--- src/rtl/xyz_rectify_pkg.sv ---
// Shared definitions for the phase-pair generator.
//   FBIT_DEF     : default fraction bits of position/step
//   PHASE_DW_DEF : default phase sample width
//   state_e      : line sequencing states
package xyz_rectify_pkg;

  localparam int FBIT_DEF     = 8;
  localparam int PHASE_DW_DEF = 15;

  typedef enum logic [1:0] {
    ST_IDLE  = 2'd0,
    ST_FILL  = 2'd1,
    ST_RUN   = 2'd2,
    ST_DRAIN = 2'd3
  } state_e;

endpackage

--- src/rtl/xyz_rectify_phase_pair_gen_if.sv ---
// Stream bundle for the phase-pair generator.
//   src_*   : input phase samples (valid/ready)
//   phase_* : neighbour pair + fraction + index to the interpolator (valid/ready)
// master = generator side, slave = source/sink side.
interface xyz_rectify_phase_pair_gen_if
  import xyz_rectify_pkg::*;
#(
  parameter int FBIT     = FBIT_DEF,
  parameter int PHASE_DW = PHASE_DW_DEF,
  parameter int PASS_DW  = 8
);

  logic [PHASE_DW-1:0] src_phase;
  logic                src_valid;
  logic                src_ready;

  logic [PHASE_DW-1:0] phase1;
  logic [PHASE_DW-1:0] phase2;
  logic [FBIT-1:0]     phase_frac;
  logic [PASS_DW-1:0]  phase_pass_data;
  logic                phase_valid;
  logic                phase_ready;

  modport master (
    input  src_phase, src_valid, phase_ready,
    output src_ready, phase1, phase2, phase_frac, phase_pass_data, phase_valid
  );

  modport slave (
    output src_phase, src_valid, phase_ready,
    input  src_ready, phase1, phase2, phase_frac, phase_pass_data, phase_valid
  );

endinterface

--- src/rtl/xyz_rectify_out_reg.sv ---
// Single-entry output register with hold-under-backpressure.
//   clk, rst        : clock, synchronous active-high reset
//   ld_i, *_i       : load request and payload
//   rdy_i           : downstream ready
//   can_ld_o        : a load this cycle will be taken
//   vld_o, *_o      : registered payload towards the interpolator
// Payload only changes on a taken load, so it holds while vld_o && !rdy_i.
module xyz_rectify_out_reg #(
  parameter int PHASE_DW = 15,
  parameter int FBIT     = 8,
  parameter int PASS_DW  = 8
) (
  input  logic                clk,
  input  logic                rst,
  input  logic                ld_i,
  input  logic [PHASE_DW-1:0] p1_i,
  input  logic [PHASE_DW-1:0] p2_i,
  input  logic [FBIT-1:0]     frac_i,
  input  logic [PASS_DW-1:0]  pass_i,
  input  logic                rdy_i,
  output logic                can_ld_o,
  output logic                vld_o,
  output logic [PHASE_DW-1:0] p1_o,
  output logic [PHASE_DW-1:0] p2_o,
  output logic [FBIT-1:0]     frac_o,
  output logic [PASS_DW-1:0]  pass_o
);

  logic                vld_q;
  logic [PHASE_DW-1:0] p1_q, p2_q;
  logic [FBIT-1:0]     frac_q;
  logic [PASS_DW-1:0]  pass_q;

  // empty, or current entry leaves this cycle: back-to-back loads allowed
  assign can_ld_o = !vld_q || rdy_i;

  always_ff @(posedge clk) begin
    if (rst) begin
      vld_q  <= 1'b0;
      p1_q   <= '0;
      p2_q   <= '0;
      frac_q <= '0;
      pass_q <= '0;
    end else if (ld_i && can_ld_o) begin
      vld_q  <= 1'b1;
      p1_q   <= p1_i;
      p2_q   <= p2_i;
      frac_q <= frac_i;
      pass_q <= pass_i;
    end else if (rdy_i) begin
      vld_q  <= 1'b0;
    end
  end

  assign vld_o  = vld_q;
  assign p1_o   = p1_q;
  assign p2_o   = p2_q;
  assign frac_o = frac_q;
  assign pass_o = pass_q;

endmodule

--- src/rtl/xyz_rectify_phase_pair_gen.sv ---
// Resampling pair generator: walks a fixed-point position across one line
// of input phase samples and emits the bracketing sample pair plus the
// interpolation fraction for each output sample.
//   clk, rst        : clock, synchronous active-high reset
//   start           : begins a line (taken only in IDLE)
//   step            : unsigned fixed-point advance per output (LEN_W.FBIT)
//   in_len, out_len : input samples / output pairs per line
//   busy, done      : line in progress / end-of-line pulse
//   bus (master)    : src_* input stream, phase_* output stream
module xyz_rectify_phase_pair_gen
  import xyz_rectify_pkg::*;
#(
  parameter int FBIT     = FBIT_DEF,
  parameter int PHASE_DW = PHASE_DW_DEF,
  parameter int PASS_DW  = 8,
  parameter int LEN_W    = 11
) (
  input  logic                  clk,
  input  logic                  rst,
  input  logic                  start,
  input  logic [LEN_W+FBIT-1:0] step,
  input  logic [LEN_W-1:0]      in_len,
  input  logic [LEN_W-1:0]      out_len,
  output logic                  busy,
  output logic                  done,
  xyz_rectify_phase_pair_gen_if.master bus
);

  localparam int POS_W = LEN_W + FBIT;

  state_e              state_q, state_d;
  logic [POS_W-1:0]    step_q, step_d;
  logic [LEN_W-1:0]    in_len_q, in_len_d;
  logic [LEN_W-1:0]    out_len_q, out_len_d;
  logic [POS_W-1:0]    pos_q, pos_d;
  logic [LEN_W-1:0]    out_cnt_q, out_cnt_d;
  logic [LEN_W-1:0]    in_cnt_q, in_cnt_d;
  logic [LEN_W-1:0]    win_idx_q, win_idx_d;
  logic [PHASE_DW-1:0] w0_q, w0_d, w1_q, w1_d;
  logic                done_q, done_d;

  logic [LEN_W-1:0]    pos_int;
  logic [FBIT-1:0]     pos_frac;
  logic                need_shift, in_avail, src_hs;
  logic                src_rdy_c, ld_c, can_ld;
  logic [PHASE_DW-1:0] p1_c, p2_c;
  logic [FBIT-1:0]     frac_c;
  logic [LEN_W-1:0]    out_cnt_nx;

  assign pos_int    = pos_q[POS_W-1:FBIT];
  assign pos_frac   = pos_q[FBIT-1:0];
  assign need_shift = pos_int > win_idx_q;
  assign in_avail   = in_cnt_q < in_len_q;
  assign src_hs     = bus.src_valid && src_rdy_c;
  assign out_cnt_nx = out_cnt_q + LEN_W'(1);

  always_comb begin
    state_d   = state_q;
    step_d    = step_q;
    in_len_d  = in_len_q;
    out_len_d = out_len_q;
    pos_d     = pos_q;
    out_cnt_d = out_cnt_q;
    in_cnt_d  = in_cnt_q;
    win_idx_d = win_idx_q;
    w0_d      = w0_q;
    w1_d      = w1_q;
    done_d    = 1'b0;
    src_rdy_c = 1'b0;
    ld_c      = 1'b0;
    p1_c      = w0_q;
    p2_c      = w1_q;
    frac_c    = pos_frac;

    unique case (state_q)
      ST_IDLE: begin
        if (start) begin
          step_d    = step;
          in_len_d  = in_len;
          out_len_d = out_len;
          pos_d     = '0;
          out_cnt_d = '0;
          in_cnt_d  = '0;
          win_idx_d = '0;
          state_d   = ST_FILL;
        end
      end

      ST_FILL: begin
        src_rdy_c = 1'b1;
        if (src_hs) begin
          in_cnt_d = in_cnt_q + LEN_W'(1);
          if (in_cnt_q == '0) begin
            w0_d = bus.src_phase;
          end else begin
            w1_d    = bus.src_phase;
            state_d = ST_RUN;
          end
        end
      end

      ST_RUN: begin
        if (!need_shift) begin
          ld_c = 1'b1;
        end else if (in_avail) begin
          // window slides one sample; no pair this cycle
          src_rdy_c = 1'b1;
          if (src_hs) begin
            w0_d      = w1_q;
            w1_d      = bus.src_phase;
            win_idx_d = win_idx_q + LEN_W'(1);
            in_cnt_d  = in_cnt_q + LEN_W'(1);
          end
        end else begin
          // past the last sample: clamp to the right edge
          ld_c   = 1'b1;
          p1_c   = w1_q;
          frac_c = '0;
        end

        // position advances when the pair is committed to the output
        // register; the register then holds it until the handshake
        if (ld_c && can_ld) begin
          pos_d     = pos_q + step_q;
          out_cnt_d = out_cnt_nx;
          if (out_cnt_nx == out_len_q) state_d = ST_DRAIN;
        end
      end

      ST_DRAIN: begin
        if (in_avail) begin
          src_rdy_c = 1'b1;
          if (src_hs) in_cnt_d = in_cnt_q + LEN_W'(1);
        end else if (!bus.phase_valid || bus.phase_ready) begin
          // last pair has left (or is leaving now)
          done_d  = 1'b1;
          state_d = ST_IDLE;
        end
      end

      default: state_d = ST_IDLE;
    endcase
  end

  always_ff @(posedge clk) begin
    if (rst) begin
      state_q   <= ST_IDLE;
      step_q    <= '0;
      in_len_q  <= '0;
      out_len_q <= '0;
      pos_q     <= '0;
      out_cnt_q <= '0;
      in_cnt_q  <= '0;
      win_idx_q <= '0;
      w0_q      <= '0;
      w1_q      <= '0;
      done_q    <= 1'b0;
    end else begin
      state_q   <= state_d;
      step_q    <= step_d;
      in_len_q  <= in_len_d;
      out_len_q <= out_len_d;
      pos_q     <= pos_d;
      out_cnt_q <= out_cnt_d;
      in_cnt_q  <= in_cnt_d;
      win_idx_q <= win_idx_d;
      w0_q      <= w0_d;
      w1_q      <= w1_d;
      done_q    <= done_d;
    end
  end

  xyz_rectify_out_reg #(
    .PHASE_DW (PHASE_DW),
    .FBIT     (FBIT),
    .PASS_DW  (PASS_DW)
  ) u_out_reg (
    .clk      (clk),
    .rst      (rst),
    .ld_i     (ld_c),
    .p1_i     (p1_c),
    .p2_i     (p2_c),
    .frac_i   (frac_c),
    .pass_i   (PASS_DW'(out_cnt_q)),
    .rdy_i    (bus.phase_ready),
    .can_ld_o (can_ld),
    .vld_o    (bus.phase_valid),
    .p1_o     (bus.phase1),
    .p2_o     (bus.phase2),
    .frac_o   (bus.phase_frac),
    .pass_o   (bus.phase_pass_data)
  );

  assign bus.src_ready = src_rdy_c;
  assign busy          = (state_q != ST_IDLE);
  assign done          = done_q;

endmodule

--- src/flat_wrapper.sv ---
// flat-port wrapper written by rule: the top's interface ports become plain ports
module xyz_rectify_phase_pair_gen_flat import xyz_rectify_pkg::*;
#(
  parameter int FBIT     = FBIT_DEF,
  parameter int PHASE_DW = PHASE_DW_DEF,
  parameter int PASS_DW  = 8,
  parameter int LEN_W    = 11
)
  (clk, rst, start, step, in_len, out_len, busy, done, bus_src_phase, bus_src_valid, bus_phase_ready, bus_src_ready, bus_phase1, bus_phase2, bus_phase_frac, bus_phase_pass_data, bus_phase_valid);
  xyz_rectify_phase_pair_gen_if #(.FBIT(FBIT), .PHASE_DW(PHASE_DW), .PASS_DW(PASS_DW)) bus_i ();
  input  logic clk;
  input  logic rst;
  input  logic start;
  input  logic [LEN_W+FBIT-1:0] step;
  input  logic [LEN_W-1:0] in_len;
  input  logic [LEN_W-1:0] out_len;
  output logic busy;
  output logic done;
  input wire logic [$bits(bus_i.src_phase)-1:0] bus_src_phase;
  input wire logic [$bits(bus_i.src_valid)-1:0] bus_src_valid;
  input wire logic [$bits(bus_i.phase_ready)-1:0] bus_phase_ready;
  output wire logic [$bits(bus_i.src_ready)-1:0] bus_src_ready;
  output wire logic [$bits(bus_i.phase1)-1:0] bus_phase1;
  output wire logic [$bits(bus_i.phase2)-1:0] bus_phase2;
  output wire logic [$bits(bus_i.phase_frac)-1:0] bus_phase_frac;
  output wire logic [$bits(bus_i.phase_pass_data)-1:0] bus_phase_pass_data;
  output wire logic [$bits(bus_i.phase_valid)-1:0] bus_phase_valid;
  assign bus_i.src_phase = bus_src_phase;
  assign bus_i.src_valid = bus_src_valid;
  assign bus_i.phase_ready = bus_phase_ready;
  assign bus_src_ready = bus_i.src_ready;
  assign bus_phase1 = bus_i.phase1;
  assign bus_phase2 = bus_i.phase2;
  assign bus_phase_frac = bus_i.phase_frac;
  assign bus_phase_pass_data = bus_i.phase_pass_data;
  assign bus_phase_valid = bus_i.phase_valid;
  xyz_rectify_phase_pair_gen #(.FBIT(FBIT), .PHASE_DW(PHASE_DW), .PASS_DW(PASS_DW), .LEN_W(LEN_W)) u_core (.clk(clk), .rst(rst), .start(start), .step(step), .in_len(in_len), .out_len(out_len), .busy(busy), .done(done), .bus(bus_i));
endmodule
--- config.mk ---
export PLATFORM = sky130hd
export DESIGN_NAME = xyz_rectify_phase_pair_gen_flat
export DESIGN_NICKNAME = d
export VERILOG_FILES = /design/src/rtl/xyz_rectify_pkg.sv /design/src/rtl/xyz_rectify_phase_pair_gen_if.sv /design/src/rtl/xyz_rectify_out_reg.sv /design/src/rtl/xyz_rectify_phase_pair_gen.sv /design/src/flat_wrapper.sv
export SDC_FILE = /design/constraint.sdc
export NUM_CORES = 1
export LEC_CHECK = 0
export CAP_MARGIN = 20
export CORE_UTILIZATION = 55
export CTS_CLUSTER_SIZE = 16
export DETAILED_ROUTE_END_ITERATION = 16
export GPL_TIMING_DRIVEN = 0
export PLACE_DENSITY_LB_ADDON = 0.15
export SYNTH_ARGS = -nofsm -noshare
export SYNTH_HDL_FRONTEND = slang
export SYNTH_HIERARCHICAL = 1
export SYNTH_SLANG_ARGS = --single-unit
export TNS_END_PERCENT = 5
--- constraint.sdc ---
create_clock -name clk -period 5.7 [get_ports clk]
set_input_delay 1.14 -clock clk [delete_from_list [all_inputs] [get_ports clk]]
set_output_delay 1.14 -clock clk [all_outputs]
set_load 0.03 [all_outputs]
==> flow_results.org <==
** Yosys
- The Yosys step of the flow raised 6 warnings.
- Area fraction of the dominant cell type after synthesis :: 0.3657
- Synthesis inferred 173 register bits.
- Synthesis handed over a netlist of 1097 instances.
- EDFF count, synth :: 0
- For this run, the leading register cell type out of synthesis is dfxtp_1.
- The commonest cells after synthesis are 173 x dfxtp_1, 151 x nand2_1, 130 x a21oi_1.
- dfxtp_1 takes more of the synthesized area than any other cell.
- Of all flip-flops after synthesis, the portion carrying an async set or reset was 0.
- Mean Syn Cell Area :: 8.633 um2
- Area of the mapped netlist :: 9470 um2
- The share of the Yosys chip area taken by registers is 0.3657.
- Biggest area contributors in the synthesized netlist :: dfxtp_1 37%, a21oi_1 6.9%, ha_1 6.3%
- Number of distinct library cells after synthesis :: 76
- Synthesized net count :: 1207
- Most frequent cell after synthesis :: dfxtp_1

** Setup path
- Data on the critical path is required at its endpoint by 4560 ps.
- Startpoint-to-endpoint class of the critical path :: reg2out
- Worst path slowest cell :: clkdlybuf4s50_1
- For flop-to-flop paths, the worst setup slack is 2360 ps.
- STA classifies the critical path startpoint as a flip-flop.
- The cell family contributing the most delay on the critical path is compound AO/OA/AOI/OAI gates.
- The number of cells on the worst reg-to-reg path is 14.
- The worst setup path is captured at an output pin.
- Maximum fanout count along the critical path :: 7
- In this run the critical register-to-register path is launched from u_core/win_idx_q[2].
- Walking the worst path, the cells encountered are inv_1, ha_1, nand3b_1, a21oi_2, nor4_4, o41ai_4, a31o_2, clkdlybuf4s50_1.
- Critical path's largest stage delay :: 660 ps
- Number of buffer and inverter instances along the worst setup path :: 2
- Critical path arrival :: 3230 ps
- The endpoint identified for the worst register-to-register timing path is u_core/u_out_reg/p2_o[7].

** Power and ir drop
- IR analysis of the VDD net gives a maximum drop of 0.2476 mV.
- Power density normalized to cell area :: 337.5 nW/um2
- Lkg Pwr :: 4.241 nW

** Final layout
- Number of non-filler instances in the completed layout :: 1459
- Number of filler instances in the final layout :: 1424
- At the end of the flow, the number of nets in the layout was 1336.
- Share of post-route cells with drive strength above 1 :: 0.1308
- Summing all multi-input logic gate instances after layout gives 5488 um2.
- Reg area :: 3463 um2
- P&R area growth vs syn :: 20.80%
- Fin area :: 11440 um2
- Measured on the finished design, the core utilization comes to 0.6850.
- The number of antenna diodes in the final layout is 0.

** Clock network
- CTS H-tree lvls :: 4
- The longest clock path from root to sink contains 2 buffers.
- Clock-pin slew was measured on the worst setup and hold paths at 70 ps.
- Once the clock tree was built, the setup fixing pass inserted 0 buffers.
- The clock reaches the later pin of the worst-skew pair after 430 ps.
- Buffers inserted to repair hold after CTS numbered 0.
- Master cell of the clock root buffer :: clkbuf_16
- TritonCTS Buffers :: 17
- Clock tree from TritonCTS :: built
- Sink count of the clock tree :: 173
- Number of gates given a new drive strength after cts :: 0

** Hold path
- The worst hold path passes through 2 cells.
- Terminating pin of the worst hold path :: u_core/in_len_q[4]
- In this run the worst hold path is classified as reg2reg.
- Startpoint of the tightest hold check path :: u_core/in_len_q[4]

** Global route
- GRT Max-Usage Layer :: met2
- In the global route stage, met1 resource usage came out at 0.3879.
- Global Route met2 Usage :: 0.4604
- After global routing the overflow that remains totals 0.
- The number of global-route vias before repair came to 8242.
- Met3 capacity usage during global routing :: 0.05974
- Across every metal layer, demand over resource in global routing totals 0.2879.
- First-pass GRT wire length :: 40950 um
- Entering global routing, the biggest net connects 17 pins.
- The initial antenna violation count came to 0.

** Run
- The tool flagged a number of max-cap violations equal to 0.

** STA
- Of the available clock period, the critical path in the final layout requires 0.7669.
- WHS :: 454.3 ps
- The number of hold violations in the final report came to 0.
- Total Neg Setup Slack :: 0 ps
- Unrepaired setup endpoints after global routing :: no
- For the pin with the worst max-slew slack, the measured transition is 814.5 ps.
- Final Skew :: 11.60 ps
- Fin. max-slew vios :: 0
- The worst pin sits at a relative slew slack of 0.4570.
- Top achievable clock speed :: 228.8 MHz
- Number of setup violations in the final report :: 0
- Subtracting the final worst setup slack from the clock period gives 4371 ps.

** Drt
- Routed vias/inst :: 5.880
- Average wire length per cell after detail routing :: 16.80 um
- DRC marker count from the first detailed-route iteration :: 563
- 1st-pass router iterations :: 5
- For this run, design rule violations remaining after detail routing come to 0.
- Post-DRT Antenna Nets :: 0
- Across all layers, the routed design uses 8579 vias.
- Drt total wl :: 24510 um

** Die
- Count of boundary I/O pins :: 111
- Effective utilization at floorplan :: 0.5671
- The die is 133.2 um tall.
- The die covers 17750 um2.
- The core region is 16700 um2.
- Total number of placement rows :: 47
- Die Span X :: 133.2 um

** Place
- Placed inst area :: 10850 um2
- The HPWL after detailed placement is 18220 um.
- Port buffer count :: 110
- The congestion estimate from routability-driven global placement came to 0.8824.
- Placed cell count :: 1427

** Status
- Run status :: finished, final reports clean
## area by class of cell
cell class,instances,share of cell area
flip-flops and latches,173,0.3027
clock buffers,18,0.03839
clock inverters,14,0.01345
inverters,42,0.01378
repair buffers,110,0.09625
well taps,220,0.02406
multi-input cells,807,0.4797
plain buffers,75,0.03161
## cells by family after synthesis
kind of cell | share of synthesized area
adder cells (fa/ha/maj) | 0.06553
AO/OA/AOI/OAI | 0.2394
AND/OR/NAND/NOR | 0.1877
buffers and inverters | 0.05483
flip-flops | 0.3657
XOR/XNOR | 0.02774
multiplexers | 0.05906
## worst register-to-register path, delay by kind of cell, from the launching register on
family                     cells  cell delay [ps]
DFF                            1              440
and+or+nand+nor                3              550
buffers and inverters          6             1080
adders and majority gates      1              330
AOI/OAI and AO/OA              4              880
## through the flow
| stage | power, mW | setup WS (ps) |
|---|---|---|
| final | 3.861 | 1329 |
| after global routing | 4.066 | 1113 |
| after CTS | 3.855 | 1313 |
| after detailed placement | 2.675 | 1797 |
| after global placement | 2.665 | 1798 |
| after floorplan | 2.313 | 2609 |
## metal layers
layer | wire, um | part of all wire
met5 | 0 | 0
met3 | 1459 | 0.060
met2 | 11200 | 0.46
met1 | 11380 | 0.46
met4 | 471 | 0.019
## state kept, by name (all words and copies together), names as in the netlist
register / count
u_core/step_q: 19
u_core/u_out_reg/p1_o: 15
u_core/pos_q: 19
u_core/out_cnt_q: 11
u_core/in_len_q: 11
u_core/u_out_reg/p2_o: 15
u_core/in_cnt_q: 11
u_core/state_q: 2
u_core/p2_c: 15
u_core/out_len_q: 11
u_core/win_idx_q: 11
u_core/u_out_reg/vld_o: 1
u_core/w0_q: 15
u_core/done: 1
u_core/u_out_reg/frac_o: 8
u_core/u_out_reg/pass_o: 8
## placed cells by master, fill, tap and decap left out, types with 31 or more instances in the layout
| cell | instances |
|---|---|
| ha_1 | 48 |
| a21oi_1 | 130 |
| nand2_1 | 151 |
| dfxtp_1 | 173 |
| clkdlybuf4s50_1 | 110 |
| inv_1 | 41 |
| a21bo_2 | 34 |
| nand3_1 | 68 |
| mux2_2 | 31 |
| clkbuf_1 | 33 |
## worst max-delay path by stage
| stage | startpoint | endpoint | slack [ps] | cells after the start |
|---|---|---|---|---|
| after floorplan | u_core/win_idx_q[2] | bus_src_ready | 2610 | 7 |
| after global placement | u_core/win_idx_q[2] | bus_src_ready | 1800 | 8 |
| after detailed placement | u_core/win_idx_q[2] | bus_src_ready | 1800 | 8 |
| after CTS | u_core/win_idx_q[2] | bus_src_ready | 1310 | 8 |
| after global routing | u_core/win_idx_q[2] | bus_src_ready | 1110 | 8 |
| final | u_core/win_idx_q[2] | bus_src_ready | 1330 | 8 |
## where the power goes
part / internal [mW] / leakage (nW) / switching [mW]
sequential: 1.30 / 1.40 / 0.0790
combinational: 0.437 / 2.55 / 0.859
clock: 0.665 / 0.290 / 0.517
total: 2.41 / 4.24 / 1.46
(Power assumes the default switching activity.)
